`config.mk`:
```
export PLATFORM = sky130hd
export DESIGN_NAME = i2c_bus_recovery
export DESIGN_NICKNAME = d
export VERILOG_FILES = /design/src/rtl/i2c_bus_recovery_pkg.sv /design/src/rtl/i2c_bus_recovery_sync2.sv /design/src/rtl/i2c_bus_recovery.sv
export SDC_FILE = /design/constraint.sdc
export NUM_CORES = 1
export LEC_CHECK = 0
export ABC_AREA = 1
export BUFFER_PORTS_ARGS = -buffer_cell sky130_fd_sc_hd__buf_2
export CAP_MARGIN = 30
export CORE_UTILIZATION = 40
export CTS_CLUSTER_SIZE = 8
export DETAILED_ROUTE_END_ITERATION = 6
export GPL_ROUTABILITY_DRIVEN = 0
export PLACE_DENSITY = 0.62
export SETUP_SLACK_MARGIN = 0.15
export SLEW_MARGIN = 20
export SYNTH_ARGS = -nofsm -noshare
export SYNTH_HDL_FRONTEND = slang
export SYNTH_SLANG_ARGS = --single-unit
export TNS_END_PERCENT = 1
```
`constraint.sdc`:
```
create_clock -name clk_i -period 2.1 [get_ports clk_i]
set_input_delay 0.42 -clock clk_i [delete_from_list [all_inputs] [get_ports clk_i]]
set_output_delay 0.42 -clock clk_i [all_outputs]
set_load 0.005 [all_outputs]
```
`src/rtl/i2c_bus_recovery_pkg.sv`:
```
// Shared definitions for the I2C bus-recovery block: FSM encoding, defaults
// and small decode helpers used to derive registered line controls.
package i2c_bus_recovery_pkg;

  typedef enum logic [2:0] {
    ST_IDLE,
    ST_SCL_LOW,
    ST_SCL_HIGH,
    ST_STOP_A,
    ST_STOP_B,
    ST_STOP_C,
    ST_DONE,
    ST_FAIL
  } state_t;

  localparam int MAX_PULSES_DEFAULT = 9;

  function automatic logic drives_scl(input state_t s);
    return (s == ST_SCL_LOW) || (s == ST_STOP_A);
  endfunction

  function automatic logic drives_sda(input state_t s);
    return (s == ST_STOP_A) || (s == ST_STOP_B);
  endfunction

  function automatic logic owns_bus(input state_t s);
    return (s != ST_IDLE) && (s != ST_DONE) && (s != ST_FAIL);
  endfunction

endpackage

```
`src/rtl/i2c_bus_recovery_sync2.sv`:
```
// Two-flop synchroniser for an open-drain pad input; resets to the idle-high
// bus level so a reset never looks like a stuck-low line.
module i2c_sync2 (
  input  logic clk_i,
  input  logic rst_i,
  input  logic d_i,
  output logic q_o
);

  logic meta;

  // NOTE: sequential state uses non-blocking assignments so both flops sample
  // their inputs from the same clock edge and the chain really is two deep.
  always_ff @(posedge clk_i or posedge rst_i) begin
    if (rst_i) begin
      meta <= 1'b1;
      q_o  <= 1'b1;
    end else begin
      meta <= d_i;
      q_o  <= meta;
    end
  end

endmodule

```
`src/rtl/i2c_bus_recovery.sv`:
```
// I2C bus recovery: clocks SCL until a slave releases SDA, then issues STOP
// and pulses start_o so the downstream reset generator resets the master.
module i2c_bus_recovery
  import i2c_bus_recovery_pkg::*;
#(
  parameter int CLK_DIV      = 125,
  parameter int STUCK_CYCLES = 50000,
  parameter int MAX_PULSES   = MAX_PULSES_DEFAULT
) (
  input  logic       clk_i,
  input  logic       rst_i,
  input  logic       en_i,
  input  logic       busy_i,
  input  logic       force_i,
  input  logic       scl_i,
  input  logic       sda_i,
  output logic       scl_oe_o,
  output logic       sda_oe_o,
  output logic       active_o,
  output logic       start_o,
  output logic       done_o,
  output logic       fail_o,
  output logic [3:0] pulses_o
);

  localparam int DIV_W = (CLK_DIV > 1) ? $clog2(CLK_DIV) : 1;
  localparam int WD_W  = $clog2(STUCK_CYCLES + 1);
  localparam logic [DIV_W-1:0] DIV_LAST   = DIV_W'(CLK_DIV - 1);
  localparam logic [WD_W-1:0]  WD_LAST    = WD_W'(STUCK_CYCLES - 1);
  localparam logic [WD_W-1:0]  WD_SAT     = WD_W'(STUCK_CYCLES);
  localparam logic [3:0]       PULSE_LAST = 4'(MAX_PULSES);

  logic             scl_s, sda_s;
  logic             force_q, scl_seen;
  logic [DIV_W-1:0] div_cnt;
  logic [WD_W-1:0]  wd_cnt;
  state_t           state, nxt;
  logic             force_rise, wd_run, hold_wait, div_done;

  i2c_sync2 u_scl_sync (.clk_i(clk_i), .rst_i(rst_i), .d_i(scl_i), .q_o(scl_s));
  i2c_sync2 u_sda_sync (.clk_i(clk_i), .rst_i(rst_i), .d_i(sda_i), .q_o(sda_s));

  assign force_rise = force_i & ~force_q;
  assign wd_run     = en_i & ~busy_i & ~sda_s;
  assign div_done   = (div_cnt == DIV_LAST);
  // wd_cnt doubles as the SCL-stretch timeout while waiting for SCL to rise.
  assign hold_wait  = ((state == ST_SCL_HIGH) || (state == ST_STOP_B)) && !scl_seen;

  // NOTE: nxt gets a default before the case so no path leaves it unassigned,
  // which would otherwise infer a latch.
  always_comb begin
    nxt = state;
    case (state)
      ST_IDLE:
        if (en_i && (force_rise || (wd_run && wd_cnt == WD_LAST))) nxt = ST_SCL_LOW;
      ST_SCL_LOW:
        if (div_done) nxt = ST_SCL_HIGH;
      ST_SCL_HIGH:
        if (hold_wait) begin
          if (!scl_s && wd_cnt == WD_LAST) nxt = ST_FAIL;
        end else if (div_done) begin
          if (sda_s)                       nxt = ST_STOP_A;
          else if (pulses_o == PULSE_LAST) nxt = ST_FAIL;
          else                             nxt = ST_SCL_LOW;
        end
      ST_STOP_A:
        if (div_done) nxt = ST_STOP_B;
      ST_STOP_B:
        if (hold_wait) begin
          if (!scl_s && wd_cnt == WD_LAST) nxt = ST_FAIL;
        end else if (div_done) begin
          nxt = ST_STOP_C;
        end
      ST_STOP_C:
        if (div_done) nxt = sda_s ? ST_DONE : ST_FAIL;
      default:
        nxt = ST_IDLE;
    endcase
    // Disable wins over everything: abort silently back to IDLE.
    if (!en_i) nxt = ST_IDLE;
  end

  always_ff @(posedge clk_i or posedge rst_i) begin
    if (rst_i) begin
      state    <= ST_IDLE;
      force_q  <= 1'b0;
      scl_seen <= 1'b0;
      div_cnt  <= '0;
      wd_cnt   <= '0;
      scl_oe_o <= 1'b0;
      sda_oe_o <= 1'b0;
      active_o <= 1'b0;
      start_o  <= 1'b0;
      done_o   <= 1'b0;
      fail_o   <= 1'b0;
      pulses_o <= 4'd0;
    end else begin
      state    <= nxt;
      force_q  <= force_i;
      div_cnt  <= (nxt != state || hold_wait) ? '0 : div_cnt + DIV_W'(1);
      scl_seen <= (nxt == state) && (scl_seen || (hold_wait && scl_s));

      if (nxt == state && ((state == ST_IDLE && wd_run) || hold_wait))
        wd_cnt <= (wd_cnt == WD_SAT) ? wd_cnt : wd_cnt + WD_W'(1);
      else
        wd_cnt <= '0;

      // Line controls are decoded from the next state so they are registered.
      scl_oe_o <= drives_scl(nxt);
      sda_oe_o <= drives_sda(nxt);
      active_o <= owns_bus(nxt);
      start_o  <= (nxt == ST_DONE);
      done_o   <= (nxt == ST_DONE) || (nxt == ST_FAIL);

      if (state == ST_IDLE && nxt == ST_SCL_LOW) begin
        pulses_o <= 4'd0;
        fail_o   <= 1'b0;
      end else if (state == ST_SCL_LOW && nxt == ST_SCL_HIGH) begin
        pulses_o <= pulses_o + 4'd1;
      end
      if (nxt == ST_FAIL) fail_o <= 1'b1;
    end
  end

endmodule

```
==> flow_metrics.py <==
metrics = {
    "run_status": {
        "status": "finished clean",
    },
    "clocking": {
        "clk_latency_ns": 0.29,
        "numCtsBuffers": 5,
        "cts_tree": "built",
        "cts_hold_repair.buffers": 0,
        "h-tree-depth": 2,
        "cts-root-buf": "clkbuf_8",
        "path_clk_slew_ns": 0.08,
        "clock-sinks": 42,
        "clk_path_buf_depth": 2,
    },
    "critical_path": {
        "crit_required_ns": 2.33,
        "cp_slowest_cell": "dfrtp_2",
        "reg2reg_from": "state[2]",
        "path_buf_inv": 2,
        "crit_arrival_ns": 2.16,
        "critPathCaptureType": "flip-flop",
        "r2r_cells": 14,
        "cp_slowest_stage_delay_ns": 0.47,
        "startpoint_type": "flip-flop",
        "critPathMaxFanout": 7,
        "r2r_end": "wd_cnt[10]",
        "critPathKind": "reg -> reg",
        "path_cells": "inv_2, nand2_2, nand2_4, nand3_4, nand2_4, nand2_2, a21oi_2, nand2_1, nand2_1, nand2_2, nor2_4, nand3_4, buf_12, nor2_1",
        "cpMostUsedCell": "nand2_2",
        "reg2reg_slack_ns": 0.17,
        "critPathTopFamily": "simple AND/OR/NAND/NOR gates",
    },
    "yosys": {
        "synth-edff-count": 0,
        "synth_top_area_frac": 0.395,
        "yosysMostFrequentCell": "nand2_1",
        "avgSynthCellArea_um2": 8.27,
        "synth_top_family_by_area": "simple AND/OR/NAND/NOR gates",
        "synthAdderAreaFrac": 0.0312,
        "synth-simple-area-share": 0.361,
        "synth_flop_cell": "dfrtp_1",
        "synth_area_leaders": "dfrtp_1, nand2_1, nor2_1, nor2_4, inv_1",
        "synth_mux_area_frac": 0,
        "ys_seq_elements": 42,
        "synthCells": 291,
        "async_flop_share": 1.00,
        "yosysWarnings": 0,
        "ys_types": 27,
        "yosys.area.top_type": "dfrtp_1",
        "synth-xor-area-share": 0.0728,
        "netlist_area_mm2": 0.00241,
        "synth-compound-area-share": 0.0296,
        "synth_nets": 304,
        "synth_common_cells": "nand2_1, nor2_1, dfrtp_1, inv_1, nand3_1",
        "seq_area_frac_synth": 0.439,
    },
    "die": {
        "chipWidth_um": 79.6,
        "core_mm2": 0.00564,
        "die_h_um": 79.6,
        "start_util": 0.427,
        "io_pins": 17,
        "rows": 27,
        "dieArea_mm2": 0.00633,
    },
    "route": {
        "via_per_inst": 4.59,
        "drc": 0,
        "dr.first_iter.drc_count": 87,
        "wl_per_cell_um": 11.3,
        "drtAntennaViolNets": 0,
        "vias": 1897,
        "wirelength_um": 4670,
        "firstDrtPassIters": 4,
    },
    "sta": {
        "setup_viol": 0,
        "final-hold-violation-count": 0,
        "relSlewSlack": 0.649,
        "rsz0062_at_grt": "yes",
        "fin_tns_setup_ns": 0,
        "fin_crit_ns": 1.93,
        "fmax_ghz": 0.519,
        "skew_ns": 0.00570,
        "fin_crit_sh": 0.917,
        "tightest_slew_ns": 0.526,
        "finalWorstSetupSlack_ns": 0.173,
        "drv_slew": 0,
    },
    "global_routing": {
        "grt_pass1_vias": 1901,
        "grt_use_total": 0.168,
        "grt_max_degree": 43,
        "grt.overflow.total": 0,
        "antenna_found_initial": 0,
        "grt_pass1_wl_um": 8330,
    },
    "place": {
        "dp_hpwl_um": 3280,
        "pre_cts_slack_ns": 0.0660,
        "portBuffers": 16,
        "dpl_cell_area_mm2": 0.00269,
    },
    "final_layout": {
        "layout-drive-gt1-share": 0.352,
        "fin_area_mm2": 0.00302,
        "final_nets": 354,
        "postLayoutCoreUtil": 0.536,
        "diodes": 0,
        "final.fill_count": 522,
        "area_delta_synth_final_pct": 25.5,
    },
    "power": {
        "power_density_mw_per_mm2": 586,
        "leakagePower_nw": 1.44,
        "ir_drop_mv": 0.327,
    },
    "hold_path": {
        "hp-class": "in -> reg",
        "worstHoldPathCells": 1,
        "hold_start": "scl_i",
        "worstHoldEndpoint": "u_scl_sync.meta",
    },
    "flow_run": {
        "cap_viol_max_count": 0,
    },
}
per-layer routing:
metal | GRT usage | wire (um) | part of all wire | vias up
met3 | 0.0343 | 100 | 0.021 | 5
met4 | 0.0436 | 49 | 0.010 | 0
met5 | 0 | 0 | 0 | -
met2 | 0.262 | 2120 | 0.45 | 26
met1 | 0.234 | 2390 | 0.51 | 865
li1 | - | - | - | 1001
worst max-delay path by stage:
stage	startpoint	endpoint	slack [ns]	cells past startpoint
5_1_grt	div_cnt[0]	pulses_o[3]	-0.01	17
6_report	state[2]	wd_cnt[10]	0.17	14
4_1_cts	div_cnt[0]	wd_cnt[10]	0.15	17
3_3_place_gp	div_cnt[1]	div_cnt[2]	0.15	16
3_5_place_dp	wd_cnt[1]	wd_cnt[9]	0.07	15
2_1_floorplan	wd_cnt[1]	wd_cnt[15]	0.21	15
final cells by class:
| type | instances | area, um2 | area share |
|---|---|---|---|
| tap | 72 | 90.1 | 0.0298 |
| clock inverter | 1 | 30.0 | 0.00994 |
| inverter | 40 | 155 | 0.0513 |
| clock buffer | 6 | 82.6 | 0.0273 |
| timing repair buffer | 44 | 334 | 0.111 |
| sequential | 42 | 1060 | 0.351 |
| multi-input combinational | 208 | 1270 | 0.420 |
worst reg2reg max path: stages (launching register included):
cell and delay [ns]:
dfrtp_2 0.47, inv_2 0.08, nand2_2 0.07, nand2_4 0.08, nand3_4 0.10, nand2_4 0.13
nand2_2 0.08, a21oi_2 0.11, nand2_1 0.08, nand2_1 0.07, nand2_2 0.07, nor2_4 0.13
nand3_4 0.13, buf_12 0.18, nor2_1 0.08
sequential cells by signal, indices dropped and copies added (netlist names):
register         flops
state                3
sda_oe_o             1
div_cnt              7
active_o             1
pulses_o             4
u_scl_sync.q_o       1
start_o              1
done_o               1
u_sda_sync.meta      1
scl_oe_o             1
fail_o               1
u_sda_sync.q_o       1
scl_seen             1
u_scl_sync.meta      1
force_q              1
wd_cnt              16
cell usage in the layout (no fill, tap or decap), types with 2 or more instances in the layout:
cell and n:
nand2_1 48, nor2_1 36, dfrtp_1 35, inv_1 32
buf_4 23, nand3_1 21, nand2_2 16, buf_2 16
xor2_1 15, nor2_4 14, nor2_2 13, o21ai_0 7
inv_2 6, clkbuf_8 6, nand4_1 5, xnor2_1 5
a21oi_1 4, ha_1 4, dfstp_2 4, nand2_4 3
nor4_1 3, nor3_1 3, buf_6 3, dfrtp_2 3
nand3_4 2, nand3_2 2, inv_4 2
cell families (layout without fill, tap and decap cells):
logic type,after synthesis,in the layout
flip-flops,42,42
AO/OA/AOI/OAI,13,13
adder cells (fa/ha/maj),6,6
AND/OR/NAND/NOR,169,169
buffers and inverters,41,91
XOR/XNOR,20,20
stage by stage:
stage | std cells | power (mW) | hold slack, ns
floorplan | 291 | 1.01 | 0.345
global placement | 393 | 1.07 | 0.347
detailed placement | 393 | 1.08 | 0.347
CTS | 409 | 1.76 | 0.212
global route | 413 | 1.86 | 0.210
finish | 413 | 1.77 | 0.224
report_power, final:
group / total, mW / internal, mW / switching [mW]
sequential: 0.877 / 0.848 / 0.0291
clock: 0.657 / 0.381 / 0.277
combinational: 0.237 / 0.109 / 0.127
total: 1.77 / 1.34 / 0.433
timing repair:
action	4_1_cts	5_1_grt
resized for setup	15	25
cloned	1	0
setup endpoints to repair	26	32
pin swaps	10	16
buffers inserted	8	4
Power figures use the tool's default switching activity.
